===== config.mk =====
export PLATFORM = sky130hd
export DESIGN_NAME = if_id_buffer
export DESIGN_NICKNAME = d
export VERILOG_FILES = /design/src/rtl/if_id_buffer_pkg.sv /design/src/rtl/if_id_buffer_mem.sv /design/src/rtl/if_id_buffer.sv
export SDC_FILE = /design/constraint.sdc
export NUM_CORES = 1
export LEC_CHECK = 0
export BUFFER_PORTS_ARGS = -buffer_cell sky130_fd_sc_hd__buf_2
export CORE_AREA = 3 3 161 163
export DETAILED_ROUTE_END_ITERATION = 6
export DIE_AREA = 0 0 164 166
export SYNTH_ARGS = -nofsm -noshare
export SYNTH_HDL_FRONTEND = slang
export SYNTH_SLANG_ARGS = --single-unit
export TNS_END_PERCENT = 100

===== constraint.sdc =====
create_clock -name clk -period 3.8 [get_ports clk]
set_input_delay 0.19 -clock clk [delete_from_list [all_inputs] [get_ports clk]]
set_output_delay 0.19 -clock clk [all_outputs]
set_load 0.02 [all_outputs]

===== src/rtl/if_id_buffer_pkg.sv =====
// Shared CPU constants and the fetch-entry record used by the IF/ID buffer.
package if_id_buffer_pkg;

  localparam logic [31:0] PC_BASE       = 32'h0000_3000;
  localparam logic [31:0] NOP_INSTR     = 32'h0000_0000;
  localparam int unsigned DEFAULT_DEPTH = 4;

  typedef struct packed {
    logic [31:0] pc;
    logic [31:0] instr;
  } fetch_entry_t;

endpackage : if_id_buffer_pkg


===== src/rtl/if_id_buffer_mem.sv =====
// Entry storage for the IF/ID buffer: one write port, one asynchronous read port, no reset.
module fetch_buf_mem
  import if_id_buffer_pkg::*;
#(
  parameter int unsigned DEPTH = DEFAULT_DEPTH
) (
  input  logic                       clk,
  input  logic                       we_i,
  input  logic [$clog2(DEPTH)-1:0]   waddr_i,
  input  fetch_entry_t               wdata_i,
  input  logic [$clog2(DEPTH)-1:0]   raddr_i,
  output fetch_entry_t               rdata_o
);

  fetch_entry_t mem_q [DEPTH];

  always_ff @(posedge clk) begin
    if (we_i) begin
      mem_q[waddr_i] <= wdata_i;
    end
  end

  assign rdata_o = mem_q[raddr_i];

endmodule : fetch_buf_mem


===== src/rtl/if_id_buffer.sv =====
// IF/ID decoupling FIFO of {pc, instr} pairs; head is presented combinationally to decode.
module if_id_buffer
  import if_id_buffer_pkg::*;
#(
  parameter int unsigned DEPTH = DEFAULT_DEPTH
) (
  input  logic                       clk,
  input  logic                       reset,
  input  logic                       flush,
  input  logic                       in_valid,
  input  logic [31:0]                in_instr,
  input  logic [31:0]                in_pc,
  output logic                       in_ready,
  output logic                       out_valid,
  output logic [31:0]                out_instr,
  output logic [31:0]                out_pc,
  output logic [31:0]                out_pcp4,
  input  logic                       out_ready,
  output logic [$clog2(DEPTH):0]     count
);

  localparam int unsigned AW = $clog2(DEPTH);
  localparam int unsigned CW = AW + 1;
  localparam logic [CW-1:0] FULL_CNT = CW'(DEPTH);

  logic [AW-1:0] rd_ptr_q, rd_ptr_d;
  logic [AW-1:0] wr_ptr_q, wr_ptr_d;
  logic [CW-1:0] count_q,  count_d;
  logic          push, pop;
  fetch_entry_t  wr_entry, head_entry;

  assign in_ready  = (count_q != FULL_CNT);
  assign out_valid = (count_q != '0);
  assign count     = count_q;

  // flush masks both handshakes so a redirect discards the in-flight entry too
  assign push = in_valid  && in_ready  && !flush;
  assign pop  = out_valid && out_ready && !flush;

  assign wr_entry.pc    = in_pc;
  assign wr_entry.instr = in_instr;

  always_comb begin
    rd_ptr_d = rd_ptr_q;
    wr_ptr_d = wr_ptr_q;
    count_d  = count_q;
    if (flush) begin
      rd_ptr_d = '0;
      wr_ptr_d = '0;
      count_d  = '0;
    end else begin
      if (push) wr_ptr_d = wr_ptr_q + AW'(1);
      if (pop)  rd_ptr_d = rd_ptr_q + AW'(1);
      case ({push, pop})
        2'b10:   count_d = count_q + CW'(1);
        2'b01:   count_d = count_q - CW'(1);
        default: count_d = count_q;
      endcase
    end
  end

  always_ff @(posedge clk or negedge reset) begin
    if (!reset) begin
      rd_ptr_q <= '0;
      wr_ptr_q <= '0;
      count_q  <= '0;
    end else begin
      rd_ptr_q <= rd_ptr_d;
      wr_ptr_q <= wr_ptr_d;
      count_q  <= count_d;
    end
  end

  fetch_buf_mem #(
    .DEPTH (DEPTH)
  ) u_mem (
    .clk     (clk),
    .we_i    (push),
    .waddr_i (wr_ptr_q),
    .wdata_i (wr_entry),
    .raddr_i (rd_ptr_q),
    .rdata_o (head_entry)
  );

  // Storage is never reset, so an empty buffer must mask the stale head with the nop/base values
  assign out_instr = out_valid ? head_entry.instr : NOP_INSTR;
  assign out_pc    = out_valid ? head_entry.pc    : PC_BASE;
  assign out_pcp4  = out_pc + 32'd4;

endmodule : if_id_buffer

# Word level (Yosys, flattened, before mapping)
# Memory sizes are Yosys's and may differ from the RTL's.
# Index checks and enable logic that the tools add are counted.
[classes]
n_lt_le_gt_ge = 0
bitwise_logic = 0
n_div = 0
n_mul = 0
reduce_logical = 9
shift = 0
addsub = 5
eq_ne = 3
muxes = 10
[ops]
columns = ["cell", "count"]
rows = [
  ["$mux W32", 2],
  ["$add A32 B3 Y32 const B", 1],
  ["$mux W2", 4],
  ["$pmux W3 S2", 1],
  ["$reduce_bool A3 Y1", 2],
  ["$add A2 B1 Y2 const B", 2],
  ["$logic_and A1 B1 Y1", 4],
  ["$reduce_bool A2 Y1", 2],
  ["$add A3 B1 Y3 const B", 1],
  ["$mux W3", 1],
  ["$ne A3 B3 Y1 const B", 1],
  ["$sub A3 B1 Y3 const B", 1],
  ["$eq A2 B1 Y1 const B", 1],
  ["$eq A2 B2 Y1 const B", 1],
  ["$mux W1", 2],
  ["$logic_not A1 Y1", 1],
]
[totals]
ramBits = 256
mem_count = 1
romBits = 0
register_bits = 7
inputBits = 69
latch_bits = 0
out_inout_bits = 101
wordCells = 31
[mem_list]
columns = ["memory", "words", "word_bits", "read_ports", "rd_ports_with_merged_regs", "wr", "line", "text"]
rows = [
  ["u_mem.mem_q", 4, 64, 1, 0, 1, "if_id_buffer_mem.sv:15", "fetch_entry_t mem_q [DEPTH];"],
]

# Depth between registers and ports, before layout
# Gate-level depths: netlist of the first run.
[logic_depth]
depth_word = 6
ltp_mapped = 13
mapped_depth_nobuf = 10

# By module
# From an unflattened synthesis of the first run, not the netlist that was laid out.
[unflattened]
hier_cells = 563
hier_area_um2 = 10909.2
[by_module_without_submodules]
columns = ["module", "cells_each", "instances", "area_per_inst_um2", "seq_area_each_um2"]
rows = [
  ["fetch_buf_mem", 338, 1, 9341.5, 7687.4],
  ["if_id_buffer", 225, 1, 1567.8, 175.2],
]

# Least setup slack after synthesis of the first run
# Ideal clock, no wire load.
[synth_path]
kind = "register to output"
startpoint = "reg count_q[0] (netlist: count[0])"
endpoint = "out out_pcp4[30]"
setup_slack_ns = 0.103
arrival_time_ns = 3.507
path_stages_with_launch = 14
n_path_buf = 3
required_ns = 3.610
cell_sequence = "dfrtp_1 > nor3_1 > inv_1 > clkbuf_1 > clkbuf_1 > clkbuf_1 > nand2_1 > inv_1 > ha_1 > nand2_1 > nor3_2 > nand3_1 > nor4_2 > xor2_1"
[synth_via]
elab_chain_len = 3
[synth_lines]
columns = ["element", "line", "text"]
rows = [
  ["from (decl)", "if_id_buffer.sv:28", "logic [CW-1:0] count_q, count_d;"],
  ["from (signal assigned)", "if_id_buffer.sv:70", "count_q <= count_d;"],
  ["$reduce_bool A3 Y1", "if_id_buffer.sv:33", "assign out_valid = (count_q != '0);"],
  ["via out_valid", "if_id_buffer.sv:14", "output logic out_valid,"],
  ["$mux W32", "if_id_buffer.sv:87", "assign out_pc = out_valid ? head_entry.pc : PC_BASE;"],
  ["via out_pc[2]", "if_id_buffer.sv:16", "output logic [31:0] out_pc,"],
  ["$add A32 B3 Y32", "if_id_buffer.sv:88", "assign out_pcp4 = out_pc + 32'd4;"],
  ["to (decl)", "if_id_buffer.sv:17", "output logic [31:0] out_pcp4,"],
]
# The timed path passes the listed nets, and every way through them passes these cells.

# Final worst setup path of the first run
[layout_path]
startpoint = "reg rd_ptr_q[0]"
endpoint = "out out_pcp4[27]"
[layout_via]
elab_chain_len = 3
[layout_lines]
columns = ["element", "line", "text"]
rows = [
  ["from (decl)", "if_id_buffer.sv:26", "logic [AW-1:0] rd_ptr_q, rd_ptr_d;"],
  ["from (signal assigned)", "if_id_buffer.sv:68", "rd_ptr_q <= rd_ptr_d;"],
  ["$mem_v2 Z4 W64", "n/a", ""],
  ["$mux W32", "if_id_buffer.sv:87", ""],
  ["$add A32 B3 Y32", "if_id_buffer.sv:88", ""],
]
# Every way passes these cells.

==> metrics, run 1 <==
CORE AREA 24500 sq um; Final min period 3.51 ns; GRT overflow 0; Placed Instance Area 12100 sq um; num rows 57; crit-path leading delay family simple AND/OR/NAND/NOR gates; dpl cells 1043; Vias per Instance 5.18; antenna-violating nets left 0; met1 usage 22.2%; Die Width 164 um; Worst R2R End count[1]$_DFFE_PN0P_; cts repair resizes 0; most frequent cells in the layout edfxtp_1 (256), buf_2 (169), dlygate4sd3_1 (68), and2_1 (53), mux4_2 (52); FFs w/ async S/R, synth 2.66%; Max Transition Viols Final 0; final instance area 13700 sq um; via count 6016; GRT Total Usage 16.5%; final period utilization 92.3%; Worst R2R Setup Slack 1.15 ns; Detail Placement HPWL 13500 um; Antenna diodes 0; Post-Synthesis Cells 573; H-tree levels 1; FF+latch count, synth 263; Layout Skew 0.0135 ns; number of synthesized flops with an enable pin 256; Total Die Area 27200 sq um; ratio of cells with drive above 1 in the final layout 34.8%; Worst setup EP type output pin; CTS tree built; latest clock arrival within the worst-skew pair 0.52 ns; Data required, critical path 3.61 ns; most common flop cell mapped by yosys edfxtp_1; synthesis-to-finish area growth 25.2%; Avg WL per Cell 19.6 um; DR iter-0 viols 489; cell chain of the critical path buf_4 > mux4_2 > nand2b_1 > or3_1 > or4_1 > a21oi_1 > buf_2; final setup fails 0; final WL 22800 um; MaxCap Viol Count 0; Final GP Congestion 0.811; type of the worst setup path register to output pin; Worst Path Buf+Inv 2; CP max-delay cell dfrtp_4; critical path data arrival time 3.32 ns; post-synth cell types 45; PnR Total Power 9.95 mW; Rel. slew slack 30.1%; Setup TNS 0 ns; worst hold path type input port to async pin; worst reg-to-reg path cell count 9; clk slew on worst S/H paths 0.06 ns; Pwr Density 726 nW/um^2; number of port buffers 169; crit path launch type register; largest stage delay on the critical path 0.62 ns; cell area after synthesis 11000 sq um; nets 893; most common cell after layout, fill and taps aside edfxtp_1; post-synth net total 648; clock sink total 263; post-synthesis sequential area ratio 71.8%; RSZ-0062 raised after global routing no; Levels on crit path 7; 1st-pass router iterations 5; met2 usage 27.9%; CTS Buffer Depth 3; Die H 166 um; met3 global-route usage 3.32%; CTS Buf Count 27; VDD IR-drop max 452 uV; gr busiest metal met2; Leak 4.93 nW; DRC viols 0; fillers 1947; fin cells 1161; Peak Freq 285 MHz; measured slew at the worst slew-check pin 1.05 ns; worst-path maximum fanout 18; reg-to-reg startpoint count[0]$_DFFE_PN0P_; largest net degree at the start of global routing 65; Starting Density 44.8%; vias in the first global route 6445; synth warn 0; status finished clean; I/O pin count 170; initial antenna violation count 0; clock root buffer clkbuf_16; final count of hold timing violations 0; first-pass GRT wire length 35500 um; mean post-synth cell area 19.1 sq um
[synth_stat cells (2+ instances only)]
cell        n  area (sq um)
or4_1       3          22.5
mux2i_1     4          40.0
nor4_1      4          25.0
xnor2_1    15           131
inv_1      13          48.8
mux4_1     13           342
o21ai_0     4          20.0
mux4_2     52          1170
nor3_1      4          20.0
buf_2       7          35.0
clkbuf_1   13          48.8
a21oi_1     3          15.0
buf_6       2          22.5
edfxtp_1  256          7690
xor2_1     15           131
and2_1     57           357
nand2_1    33           124
nand3_1    13          65.1
and3_1      2          12.5
nor3_4      2          32.5
or2_2       2          12.5
ha_1        5          62.6
dfrtp_1     7           175
buf_4       3          22.5
nand4_4     2          42.5
and2_0      2          12.5
nor2_1     17          63.8
buf_12      2          40.0
o31ai_1     2          15.0
[power by group]
| part | total [mW] | leakage, nW | internal (mW) | switching, mW |
|---|---|---|---|---|
| clock | 2.63 | 0.420 | 1.58 | 1.05 |
| sequential | 3.52 | 2.41 | 3.41 | 0.119 |
| combinational | 3.80 | 2.10 | 1.45 | 2.35 |
| total | 9.95 | 4.93 | 6.43 | 3.52 |
[through the flow]
step	hold slack (ns)	utilization (%)	setup slack [ns]
finish	0.0340	56.1	0.292
CTS	0.0196	55.9	0.0452
floorplan	-0.106	-	0.103
detailed placement	0.0340	49.4	0.608
global route	0.0490	56.1	0.00497
global placement	0.0279	49.4	0.638
[worst max path at each step]
| stage | from | end | slack [ns] |
|---|---|---|---|
| 2_1_floorplan | count[0]$_DFFE_PN0P_ | out_pcp4[30] | 0.10 |
| 3_3_place_gp | rd_ptr_q[0]$_DFFE_PN0P_ | out_pcp4[31] | 0.64 |
| 3_5_place_dp | rd_ptr_q[0]$_DFFE_PN0P_ | out_pcp4[31] | 0.61 |
| 4_1_cts | rd_ptr_q[0]$_DFFE_PN0P_ | out_pcp4[31] | 0.05 |
| 5_1_grt | count[0]$_DFFE_PN0P_ | out_pcp4[26] | 0.005 |
| 6_report | rd_ptr_q[0]$_DFFE_PN0P_ | out_pcp4[27] | 0.29 |
[registers in the layout, summed over array words and instances, names as in the netlist]
name         flops
u_mem.mem_q    256
wr_ptr_q         2
rd_ptr_q         2
count            3
[routing by layer]
| metal | vias to the layer above | share of wire (%) |
|---|---|---|
| met3 | 29 | 6.4 |
| met1 | 3036 | 43 |
| met4 | 0 | 1.7 |
| met2 | 199 | 49 |
| li1 | 2752 | - |
| met5 | - | 0 |
[what timing repair did]
item	CTS	global route
endpoints found under the setup margin	0	5
hold buffers	68	0
endpoints found under the hold margin	270	0
setup buffers	0	2
[logic make-up (layout without fill, tap and decap cells)]
| kind of cell | count (synthesis) | in the layout | share of synthesized area, % |
|---|---|---|---|
| multiplexers | 70 | 70 | 14.3 |
| flip-flops | 263 | 263 | 71.8 |
| AND/OR/NAND/NOR | 152 | 152 | 8.19 |
| buffers and inverters | 41 | 305 | 2.02 |
| AO/OA/AOI/OAI | 11 | 11 | 0.583 |
| adder cells (fa/ha/maj) | 6 | 6 | 0.754 |
| XOR/XNOR | 30 | 30 | 2.40 |
[area by class of cell]
| class | count | area, sq um | area share, % |
|---|---|---|---|
| clock buffers | 31 | 691 | 5.04 |
| well taps | 324 | 405 | 2.96 |
| inverters | 13 | 48.8 | 0.356 |
| clock inverters | 17 | 201 | 1.47 |
| multi-input cells | 269 | 2890 | 21.0 |
| repair buffers | 244 | 1610 | 11.8 |
| flip-flops and latches | 263 | 7870 | 57.4 |
No activity file was read; power rests on OpenSTA's default activity.
==> run 2: changes to the inputs <==
Settings changed: BUFFER_PORTS_ARGS -buffer_cell sky130_fd_sc_hd__buf_2 to -buffer_cell sky130_fd_sc_hd__clkbuf_2, CORE_AREA 3 3 161 163 to 3 3 160 162, DIE_AREA 0 0 164 166 to 0 0 163 165, PLACE_DENSITY set to 0.65, SYNTH_HIERARCHICAL set to 1.
Clock period 3.8 ns to 3.4 ns, I/O delays scaled along.
==> run 2 against run 1 <==
  * Total power down 1.2%
  * Critical endpoint is now out_pcp4[26]
  * Synthesized cell count is 1.7% lower
  * Largest cell class unchanged
  * Critical path depth is 1 higher
  * Wire length rose by 4.3%
  * Register-to-register slack worse by 0.27 ns
  * Utilization grew 1.6 points
==> metrics, run 2 <==
final WL 23800 um (was 22800 um); worst-path maximum fanout 11 (was 18); number of synthesized flops with an enable pin 256 (unchanged); final period utilization 97.0%; nets 902 (was 893); GRT Total Usage 17.5% (was 16.5%); 1st-pass router iterations 5 (unchanged); largest net degree at the start of global routing 56 (was 65); via count 6200 (was 6016); Pwr Density 704 nW/um^2 (was 726 nW/um^2); largest stage delay on the critical path 0.54 ns (was 0.62 ns); final setup fails 0 (unchanged); CP max-delay cell or4_4 (was dfrtp_4); cell area after synthesis 10900 sq um (was 11000 sq um); register with the highest flop count u_mem/mem_q (was u_mem.mem_q); top cell type's share of synthesized area 70.5% (was 70.2%); number of port buffers 169 (unchanged); I/O pin count 170 (unchanged); cell chain of the critical path buf_12 > buf_16 > mux4_2 > nand3_1 > or3_4 > or4_4 > xnor2_2 > buf_4 (was buf_4 > mux4_2 > nand2b_1 > or3_1 > or4_1 > a21oi_1 > buf_2); status finished clean (unchanged); Synth top cells by count edfxtp_1 (256), mux4_2 (60), and2_1 (53) (was edfxtp_1 (256), and2_1 (57), mux4_2 (52)); FF+latch count, synth 263 (unchanged); Layout Skew 0.00926 ns (was 0.0135 ns); Avg WL per Cell 20.2 um (was 19.6 um); CTS Buffer Depth 3 (unchanged); clk slew on worst S/H paths 0.06 ns (about the same); Max Transition Viols Final 0 (unchanged); critical path data arrival time 3.13 ns (was 3.32 ns); Leak 5.01 nW (was 4.93 nW); most common cell after layout, fill and taps aside edfxtp_1 (unchanged); final count of hold timing violations 0 (unchanged); Rel. slew slack 53.2% (was 30.1%); Starting Density 45.0% (was 44.8%); VDD IR-drop max 438 uV (was 452 uV); Total Die Area 26900 sq um (was 27200 sq um); synth warn 6 (was 0); vias in the first global route 6565 (was 6445); most common flop cell mapped by yosys edfxtp_1 (unchanged); Final min period 3.30 ns; num rows 57 (unchanged); crit path launch type register (unchanged); clock sink total 263 (unchanged); post-synth net total 634 (was 648); Vias per Instance 5.28 (was 5.18); post-synthesis sequential area ratio 72.1% (was 71.8%); latest clock arrival within the worst-skew pair 0.51 ns (was 0.52 ns); FFs w/ async S/R, synth 2.66% (unchanged); synthesis-to-finish area growth 28.1% (was 25.2%); most frequent cells in the layout edfxtp_1 (256), clkbuf_2 (164), dlygate4sd3_1 (66), mux4_2 (60), and2_1 (52) (was edfxtp_1 (256), buf_2 (169), dlygate4sd3_1 (68), and2_1 (53), mux4_2 (52)); DR iter-0 viols 636 (was 489); mean post-synth cell area 19.4 sq um (was 19.1 sq um); Detail Placement HPWL 14900 um (was 13500 um); Antenna diodes 0 (unchanged); Post-Synthesis Cells 563 (was 573); clock root buffer clkbuf_16 (unchanged); GRT overflow 0 (unchanged); Hold Path Origin in_valid; Setup TNS 0 ns (unchanged); Final WS setup 0.103 ns (was 0.292 ns); Die Width 163 um (was 164 um); count leader, synth edfxtp_1 (unchanged); ratio of cells with drive above 1 in the final layout 39.5% (was 34.8%); Hold EP wr_ptr_q[1]$_DFFE_PN0P_; Final GP Congestion 0.909 (was 0.811); Hold Path Depth 4; DRC viols 0 (unchanged); MaxCap Viol Count 0 (unchanged); post-synth cell types 48 (was 45); first-pass GRT wire length 36700 um (was 35500 um); Worst setup EP type output pin (unchanged); worst hold path type input port to register (was input port to async pin); measured slew at the worst slew-check pin 0.697 ns (was 1.05 ns); Worst R2R End count[2]$_DFFE_PN0P_ (was count[1]$_DFFE_PN0P_); dpl cells 1042 (was 1043); initial antenna violation count 1 (was 0); type of the worst setup path register to output pin (unchanged); max reg flops 256 (unchanged); H-tree levels 1 (unchanged); antenna-violating nets left 0 (unchanged); worst reg-to-reg path cell count 6 (was 9); worst slack, placed 0.303 ns (was 0.608 ns); Peak Freq 303 MHz; RSZ-0062 raised after global routing yes (was no); Synth area leaders edfxtp_1 (70%), mux4_2 (12%), and2_1 (3.0%), dfrtp_1 (1.6%), xor2_1 (1.5%) (was edfxtp_1 (70%), mux4_2 (11%), and2_1 (3.3%), mux4_1 (3.1%), dfrtp_1 (1.6%)); Die H 165 um (was 166 um); fin cells 1174 (was 1161); CORE AREA 24200 sq um (was 24500 sq um); Data required, critical path 3.23 ns (was 3.61 ns); Worst R2R Setup Slack 0.88 ns (was 1.15 ns); CTS tree built (unchanged); CTS Buf Count 26 (was 27); reg-to-reg startpoint count[0]$_DFFE_PN0P_ (unchanged); leading area contributor after synthesis edfxtp_1 (unchanged)
[run 2: cell count changes after synthesis, sizes merged, moves of 5 or more]
cell,previous run,this run
nor4,5,10
nand2,33,19
nor3,7,12
and2,60,54
nand4,2,11
[run 2: how the worst max path moves through the flow]
stage,endpoint,startpoint,cells after the start,slack [ns]
2_1_floorplan,out_pcp4[26],count[2]$_DFFE_PN0P_,12,0.01
3_3_place_gp,out_pcp4[26],rd_ptr_q[0]$_DFFE_PN0P_,9,0.35
3_5_place_dp,out_pcp4[25],rd_ptr_q[0]$_DFFE_PN0P_,8,0.30
4_1_cts,out_pcp4[26],rd_ptr_q[0]$_DFFE_PN0P_,8,-0.05
5_1_grt,out_pcp4[26],rd_ptr_q[0]$_DFFE_PN0P_,8,-0.02
6_report,out_pcp4[26],rd_ptr_q[0]$_DFFE_PN0P_,8,0.10
[run 2: report_power, final]
part	switching, mW	leakage (nW)	internal, mW
Combinational	1.92	2.18	1.26
Sequential	0.0814	2.41	3.74
Clock	1.09	0.422	1.74
Total	3.09	5.01	6.74
[run 2: worst max-delay path, delay by kind of cell (launching register included)]
| family | cells | cell delay [ns] |
|---|---|---|
| xor gates and xnor gates | 1 | 0.17 |
| buffers and inverters | 3 | 0.49 |
| DFF | 1 | 0.52 |
| muxes | 1 | 0.39 |
| and+or+nand+nor | 3 | 1.03 |
[run 2: metrics by stage]
| stage | total power, mW | util [%] | instance area, sq um | hold WS [ns] |
|---|---|---|---|---|
| 6_report | 9.83 | 57.6 | 14000 | 0.0738 |
| 5_1_grt | 10.3 | 57.6 | 14000 | 0.0803 |
| 4_1_cts | 9.80 | 56.8 | 13800 | 0.0472 |
| 3_5_place_dp | 6.81 | 50.0 | 12100 | 0.0439 |
| 3_3_place_gp | 6.79 | 50.0 | 12100 | 0.0403 |
| 2_1_floorplan | 5.96 | - | 10900 | -0.126 |
[run 2: kinds of logic (layout without fill, tap and decap cells)]
group | Yosys count | count (layout) | synth area share (%)
flops | 263 | 263 | 72.1
simple gates | 152 | 152 | 8.44
mux | 66 | 66 | 13.5
buf+inv | 39 | 326 | 2.55
xor+xnor | 31 | 31 | 2.49
compound gates | 10 | 10 | 0.608
fa+ha+maj | 2 | 2 | 0.298
[run 2: layout make-up]
class	count	area [sq um]
fill	1832	10300
sequential	263	7870
multi-input combinational	261	2920
timing repair buffer	269	1870
clock buffer	39	751
tap	324	405
clock inverter	8	113
inverter	10	40.0
[run 2: timing repair]
action,4_1_cts,5_1_grt
hold buffers,66,0
gates cloned,0,1
endpoints found under the hold margin,268,0
setup endpoints to repair,14,15
gates resized for setup,20,20
buffers inserted,4,14
pin swaps,4,5
[run 2: routing by layer]
metal  vias to the layer above  GRT usage [%]  part of all wire [%]
li1                       2798              -                     -
met1                      3107           23.8                    42
met2                       259           30.2                    50
met3                        36           2.98                   7.3
met4                         0           3.73                   1.5
met5                         -              0                     0
